--- src/rtl/rect_fill_drawer_if.sv ---
// rtl/rect_fill_drawer_if.sv - draw request and pixel-output signals of the rectangle filler
interface rect_fill_drawer_if;
  logic       start;
  logic [7:0] x0;
  logic [6:0] y0;
  logic [7:0] w;
  logic [6:0] h;
  logic [2:0] colour_in;
  logic [7:0] x;
  logic [6:0] y;
  logic [2:0] colour;
  logic       plot;
  logic       busy;
  logic       done;

  modport master (
    output start, x0, y0, w, h, colour_in,
    input  x, y, colour, plot, busy, done
  );

  modport slave (
    input  start, x0, y0, w, h, colour_in,
    output x, y, colour, plot, busy, done
  );
endinterface

--- src/rtl/rect_fill_drawer.sv ---
// rtl/rect_fill_drawer.sv - raster-order solid rectangle filler driving a VGA pixel port
module rect_fill_drawer #(
  parameter int SCREEN_W = 160,
  parameter int SCREEN_H = 120
) (
  input  logic               clock,
  input  logic               resetn,
  rect_fill_drawer_if.slave  bus
);

  typedef enum logic [1:0] {IDLE, DRAW, FIN} state_t;

  localparam logic [8:0] W_LIM = 9'(SCREEN_W);
  localparam logic [8:0] H_LIM = 9'(SCREEN_H);

  state_t     state, state_nxt;
  logic [8:0] cx, cy, lx0, end_x, end_y;
  logic [8:0] nx, ny;
  logic       row_end, last, empty;

  logic [7:0] x_q, x_nxt;
  logic [6:0] y_q, y_nxt;
  logic [2:0] colour_q, colour_nxt;
  logic       plot_q, plot_nxt;
  logic       busy_q, busy_nxt;
  logic       done_q, done_nxt;

  function automatic logic on_screen(input logic [8:0] px, input logic [8:0] py);
    return (px < W_LIM) && (py < H_LIM);
  endfunction

  // cx/cy hold the pixel currently on the outputs; nx/ny is the one after it
  always_comb begin
    empty   = (bus.w == 8'd0) || (bus.h == 7'd0);
    row_end = (cx == end_x);
    last    = row_end && (cy == end_y);
    nx      = row_end ? lx0 : cx + 9'd1;
    ny      = row_end ? cy + 9'd1 : cy;
  end

  always_ff @(posedge clock) begin
    if (!resetn) begin
      state    <= IDLE;
      cx       <= '0;
      cy       <= '0;
      lx0      <= '0;
      end_x    <= '0;
      end_y    <= '0;
      x_q      <= '0;
      y_q      <= '0;
      colour_q <= '0;
      plot_q   <= 1'b0;
      busy_q   <= 1'b0;
      done_q   <= 1'b0;
    end else begin
      state    <= state_nxt;
      x_q      <= x_nxt;
      y_q      <= y_nxt;
      colour_q <= colour_nxt;
      plot_q   <= plot_nxt;
      busy_q   <= busy_nxt;
      done_q   <= done_nxt;
      if (state == IDLE && bus.start) begin
        lx0   <= {1'b0, bus.x0};
        cx    <= {1'b0, bus.x0};
        cy    <= {2'b0, bus.y0};
        end_x <= {1'b0, bus.x0} + {1'b0, bus.w} - 9'd1;
        end_y <= {2'b0, bus.y0} + {2'b0, bus.h} - 9'd1;
      end else if (state == DRAW) begin
        cx <= nx;
        cy <= ny;
      end
    end
  end

  always_comb begin
    state_nxt = state;
    unique case (state)
      IDLE:    if (bus.start) state_nxt = empty ? FIN : DRAW;
      DRAW:    if (last) state_nxt = FIN;
      FIN:     state_nxt = IDLE;
      default: state_nxt = IDLE;
    endcase
  end

  // Off-screen pixels still take their cycle; only the strobe is suppressed
  always_comb begin
    x_nxt      = x_q;
    y_nxt      = y_q;
    colour_nxt = colour_q;
    plot_nxt   = 1'b0;
    busy_nxt   = (state_nxt == DRAW);
    done_nxt   = (state_nxt == FIN);
    if (state == IDLE && bus.start && !empty) begin
      x_nxt      = bus.x0;
      y_nxt      = bus.y0;
      colour_nxt = bus.colour_in;
      plot_nxt   = on_screen({1'b0, bus.x0}, {2'b0, bus.y0});
    end else if (state == DRAW && !last) begin
      x_nxt    = nx[7:0];
      y_nxt    = ny[6:0];
      plot_nxt = on_screen(nx, ny);
    end
  end

  assign bus.x      = x_q;
  assign bus.y      = y_q;
  assign bus.colour = colour_q;
  assign bus.plot   = plot_q;
  assign bus.busy   = busy_q;
  assign bus.done   = done_q;

endmodule
--- src/flat_wrapper.sv ---
// flat-port wrapper written by rule: the top's interface ports become plain ports
module rect_fill_drawer_flat 
#(
  parameter int SCREEN_W = 160,
  parameter int SCREEN_H = 120
)
  (clock, resetn, bus_start, bus_x0, bus_y0, bus_w, bus_h, bus_colour_in, bus_x, bus_y, bus_colour, bus_plot, bus_busy, bus_done);
  rect_fill_drawer_if bus_i ();
  input  logic clock;
  input  logic resetn;
  input wire logic [$bits(bus_i.start)-1:0] bus_start;
  input wire logic [$bits(bus_i.x0)-1:0] bus_x0;
  input wire logic [$bits(bus_i.y0)-1:0] bus_y0;
  input wire logic [$bits(bus_i.w)-1:0] bus_w;
  input wire logic [$bits(bus_i.h)-1:0] bus_h;
  input wire logic [$bits(bus_i.colour_in)-1:0] bus_colour_in;
  output wire logic [$bits(bus_i.x)-1:0] bus_x;
  output wire logic [$bits(bus_i.y)-1:0] bus_y;
  output wire logic [$bits(bus_i.colour)-1:0] bus_colour;
  output wire logic [$bits(bus_i.plot)-1:0] bus_plot;
  output wire logic [$bits(bus_i.busy)-1:0] bus_busy;
  output wire logic [$bits(bus_i.done)-1:0] bus_done;
  assign bus_i.start = bus_start;
  assign bus_i.x0 = bus_x0;
  assign bus_i.y0 = bus_y0;
  assign bus_i.w = bus_w;
  assign bus_i.h = bus_h;
  assign bus_i.colour_in = bus_colour_in;
  assign bus_x = bus_i.x;
  assign bus_y = bus_i.y;
  assign bus_colour = bus_i.colour;
  assign bus_plot = bus_i.plot;
  assign bus_busy = bus_i.busy;
  assign bus_done = bus_i.done;
  rect_fill_drawer #(.SCREEN_W(SCREEN_W), .SCREEN_H(SCREEN_H)) u_core (.clock(clock), .resetn(resetn), .bus(bus_i));
endmodule
--- config.mk ---
export PLATFORM = sky130hd
export DESIGN_NAME = rect_fill_drawer_flat
export DESIGN_NICKNAME = d
export VERILOG_FILES = /design/src/rtl/rect_fill_drawer_if.sv /design/src/rtl/rect_fill_drawer.sv /design/src/flat_wrapper.sv
export SDC_FILE = /design/constraint.sdc
export NUM_CORES = 1
export LEC_CHECK = 0
export CELL_PAD_IN_SITES_DETAIL_PLACEMENT = 1
export CELL_PAD_IN_SITES_GLOBAL_PLACEMENT = 1
export CORE_ASPECT_RATIO = 1.2
export CORE_MARGIN = 2
export CORE_UTILIZATION = 35
export DETAILED_ROUTE_END_ITERATION = 6
export PLACE_DENSITY_LB_ADDON = 0.1
export SYNTH_ARGS = -nofsm -noshare
export SYNTH_HDL_FRONTEND = slang
export SYNTH_SLANG_ARGS = --single-unit
--- constraint.sdc ---
create_clock -name clock -period 2.45 [get_ports clock]
set_input_delay 0.49 -clock clock [delete_from_list [all_inputs] [get_ports clock]]
set_output_delay 0.49 -clock clock [all_outputs]
set_load 0.01 [all_outputs]
---- Word level (Yosys, flattened, before mapping) ----
Index checks and enable logic that the tools add are counted.
word-level totals
  register bits after elaboration ......... 67
  logic and storage cells ................. 61
cells by class
  add/sub/neg operators ................... 6
  $lt $le $gt $ge ......................... 4
  equality and inequality tests ........... 5
  mux-type cells .......................... 16
  bitwise operators ....................... 1
  reduce and logical (&&, ||, !) cells .... 15
operator list
  cell                   count
  $mux W8                4
  $mux W7                4
  $add A9 B1 Y9 const B  2
  $eq A9 B9 Y1           2
  $mux W9                2
  $sub A9 B1 Y9 const B  2
  $add A8 B8 Y9          1
  $lt A9 B7 Y1 const B   1
  $lt A9 B8 Y1 const B   1
  $add A7 B7 Y8          1
  $logic_not A8 Y1       1
  $lt A8 B8 Y1 const B   1
  $logic_not A7 Y1       1
  $lt A7 B7 Y1 const B   1
  $logic_and A1 B1 Y1    6
  $mux W2                3
  $eq A2 B1 Y1 const B   2
  $pmux W2 S2            1
  $reduce_bool A2 Y1     2
  $eq A2 B2 Y1 const B   1
  $logic_not A1 Y1       2
  $logic_not A2 Y1       1
  $mux W1                2
  $reduce_or A2 Y1       1
  2 further kinds        2

---- Longest topological paths before layout ----
  word-level depth ........................ 6
  gate-level depth with buffers ........... 12
  depth with buffers taken out ............ 12

---- Worst setup path before layout ----
No wires, ideal clock.
  path kind ............................... in2reg
  start point ............................. in bus_w[2]
  end point ............................... reg u_core.end_x[8]
  library setup time ...................... 0.125 ns
  arrival ................................. 2.347 ns
  required time ........................... 2.325 ns
  path slack .............................. -0.022 ns
  stages on the path ...................... 10
  path buffers ............................ 0
  path through ............................ inv_1 ha_1 inv_1 ha_1 a21o_1 a21oi_1 o21ai_0 a2111oi_0 nor3_1 nand3b_1
on the way
  cells in the longest elaborated chain, start to end .. 2
ends and longest elaborated chain
  item                  line                    text
  start, declared       flat_wrapper.sv:14      input wire logic [$bits(bus_i.w)-1:0] bus_w;
  $add A8 B8 Y9         rect_fill_drawer.sv:67  end_x <= {1'b0, bus.x0} + {1'b0, bus.w} - 9'd1;
  $sub A9 B1 Y9         rect_fill_drawer.sv:67
  end signal, assigned  rect_fill_drawer.sv:67
  end, declared         rect_fill_drawer.sv:17  logic [8:0] cx, cy, lx0, end_x, end_y;
No other way between the ends.
A chain may end at the register's enable or synchronous reset.

---- Final worst setup path ----
  start point ............................. in bus_y0[0]
  end point ............................... reg u_core.end_y[7]
on the way
  cells in the longest elaborated chain, start to end .. 2
ends and longest elaborated chain
  item                  line                    text
  start, declared       flat_wrapper.sv:13      input wire logic [$bits(bus_i.y0)-1:0] bus_y0;
  $add A7 B7 Y8         rect_fill_drawer.sv:68  end_y <= {2'b0, bus.y0} + {2'b0, bus.h} - 9'd1;
  $sub A9 B1 Y9         rect_fill_drawer.sv:68
  end signal, assigned  rect_fill_drawer.sv:68
  end, declared         rect_fill_drawer.sv:17
No other way between the ends.

==> flow_summary.ini <==
[logic_synthesis]
synthSimpleGateAreaFrac = 0.233
synthAdderAreaFrac = 0.0786
synth_edf_count = 0
synth-main-ff-cell = dfxtp_1
synth_top_cell_by_area = dfxtp_1
synthArstFlopShare = 0
synth_area_mm2 = 0.00449
ys_seq_elements = 67
synth_xor_area_frac = 0.0811
yosysTopAreaCellShare = 0.299
synthMuxAreaShare = 0.00334
synth_cells = 577
synth_nets = 640
ys_seq_area_frac = 0.299
synth_compound_area_frac = 0.228
synth.distinct_cells = 71
avgSynthCellArea_um2 = 7.78
yosysWarnings = 0
synthTopCellsByArea = dfxtp_1 (30%), ha_1 (7.0%), nand2_1 (5.9%), xnor2_1 (5.3%), a21oi_1 (5.2%)
synth_top_family_by_area = simple AND/OR/NAND/NOR gates

[clocking]
clock_latency_ps = 330
numCtsBuffers = 9
clkTransAtPathRegs_ps = 50
cts_tree = done
htree_num_levels = 3
clock_path_buffers = 2
cts_sinks = 67
hold_buffers = 0
cts_root_buf = clkbuf_16

[place]
gp_congestion = 0.845
port_buffers = 56
place_ws_ps = -723
placed_area_mm2 = 0.00561
dpl.hpwl_um = 11700
dp.cells = 829

[cells_and_area]
num_antenna_cells = 0
drive_above_1_share = 0.205
layout_common_cells = buf_4 (72), nand2_1 (70), dfxtp_1 (67)
instances_no_fill = 848
layout_commonest_cell = buf_4
post-route-cell-area_mm2 = 0.00612
fin_nets = 742
area_growth_pct = 36.3

[timing]
fmax_mhz = 419
fin_ws_ps = 62.6
setup_viol = 0
hold_violations = 0
worst_pin_slew_ps = 870
whs_ps = 458
finalCritPeriodShare = 0.974
maxSlewViolCount = 0
clock_skew_ps = 7.14
fin_crit_ps = 2390
relSlewSlack = 0.419

[power]
p_per_area_mw_per_mm2 = 635
leakage_nw = 2.47
vdd_drop_max_mv = 0.328

[hold_path]
hp-class = reg -> reg
min_from = u_core.bus.colour[1]

[floorplanning]
core_area_mm2 = 0.0126
die_area_mm2 = 0.0138
row_count = 45
ios = 57
fp.dieW_um = 107
die_y_um = 128
initial_core_util = 0.356

[worst_setup_path]
end_kind = register
path_max_fanout = 3
critPathLaunchType = input pin
r2r-start = u_core.cy[2]
crit_required_ps = 2720
cp-startpoint = bus_y0[0]
critical_path_class = in -> reg
arrival_ps = 2660

[drt]
routedWlPerCell_um = 18.3
drt-pass1-iter-count = 4
drcViolationCount = 0
drt_wl_total_um = 15500
antenna_left = 0
via_per_inst = 5.48
dr.first_iter.drc_count = 211
vias = 4651

[flow_run]
drv_cap = 0

[global_route]
antenna_found_initial = 0
grt_pass1_wl_um = 25000
grt_pass1_vias = 4814
grt_usage = 0.234
grt_max_degree = 40
overflow = 0

[run_status]
status = finished, final reports clean
cell families after synthesis:
| family | count (synthesis) |
|---|---|
| xor+xnor | 36 |
| mux | 1 |
| compound gates | 157 |
| flops | 67 |
| buf+inv | 81 |
| simple gates | 208 |
| fa+ha+maj | 27 |
area by class of cell:
class | count | area (µm²)
Fill cell | 1549 | 6490
Multi-Input combinational cell | 429 | 2950
Sequential cell | 67 | 1340
Timing Repair Buffer | 130 | 1140
Clock buffer | 13 | 280
Tap cell | 164 | 205
Inverter | 42 | 158
Clock inverter | 3 | 43.8
stage by stage:
stage / power, mW / TNS (ps) / utilization
2_1_floorplan: 1.98 / 0 / -
3_5_place_dp: 2.44 / -8530 / 0.445
5_1_grt: 4.10 / -33.1 / 0.485
3_3_place_gp: 2.41 / -6590 / 0.445
6_report: 3.89 / 0 / 0.485
4_1_cts: 3.86 / 0 / 0.476
layer usage:
| layer | part of all wire | track usage |
|---|---|---|
| met2 | 0.50 | 0.411 |
| met1 | 0.45 | 0.292 |
| met4 | 0.024 | 0.0769 |
| met3 | 0.026 | 0.0325 |
| met5 | 0 | 0 |
power by group:
group | internal (mW) | leakage (nW) | switching, mW
sequential | 1.19 | 0.552 | 0.105
combinational | 0.564 | 1.76 | 0.644
clock | 0.899 | 0.162 | 0.485
total | 2.65 | 2.47 | 1.23
flip-flops by register name, indices dropped and copies added (netlist names):
name,cells
u_core.cx,9
u_core.cy,9
u_core.end_x,9
u_core.end_y,9
u_core.bus.x,8
u_core.lx0,8
u_core.bus.y,7
u_core.bus.colour,3
u_core.state,2
u_core.bus.busy,1
u_core.bus.done,1
u_core.bus.plot,1
critical path, stage by stage:
cell and delay, ps:
clkdlybuf4s50_1 440, ha_2 210, fa_2 390, a21oi_4 200
buf_4 140, o2111ai_1 170, o311ai_4 130, a211oi_2 90
or3_1 340, nand3_1 70
worst paths after layout:
kind	slack, ps	depth (start not counted)	to
max reg2reg	220	6	u_core.bus.plot
min reg2reg	460	2	u_core.bus.colour[1]
max	60	10	u_core.end_y[7]
min	460	2	u_core.bus.colour[1]
cell usage after synthesis (10+ instances only):
master	number
buf_2	11
xnor2_1	27
a21oi_1	47
a211oi_1	10
nand2_1	70
inv_1	42
o21ai_0	32
ha_1	25
a31oi_1	16
nor2_1	37
nand3_1	34
dfxtp_1	67
clkbuf_1	23
what timing repair did:
item | 4_1_cts | 5_1_grt
resized for setup | 21 | 26
buffers inserted | 2 | 1
setup endpoints to repair | 7 | 18
pin swaps | 10 | 15
Power figures use the tool's default switching activity.
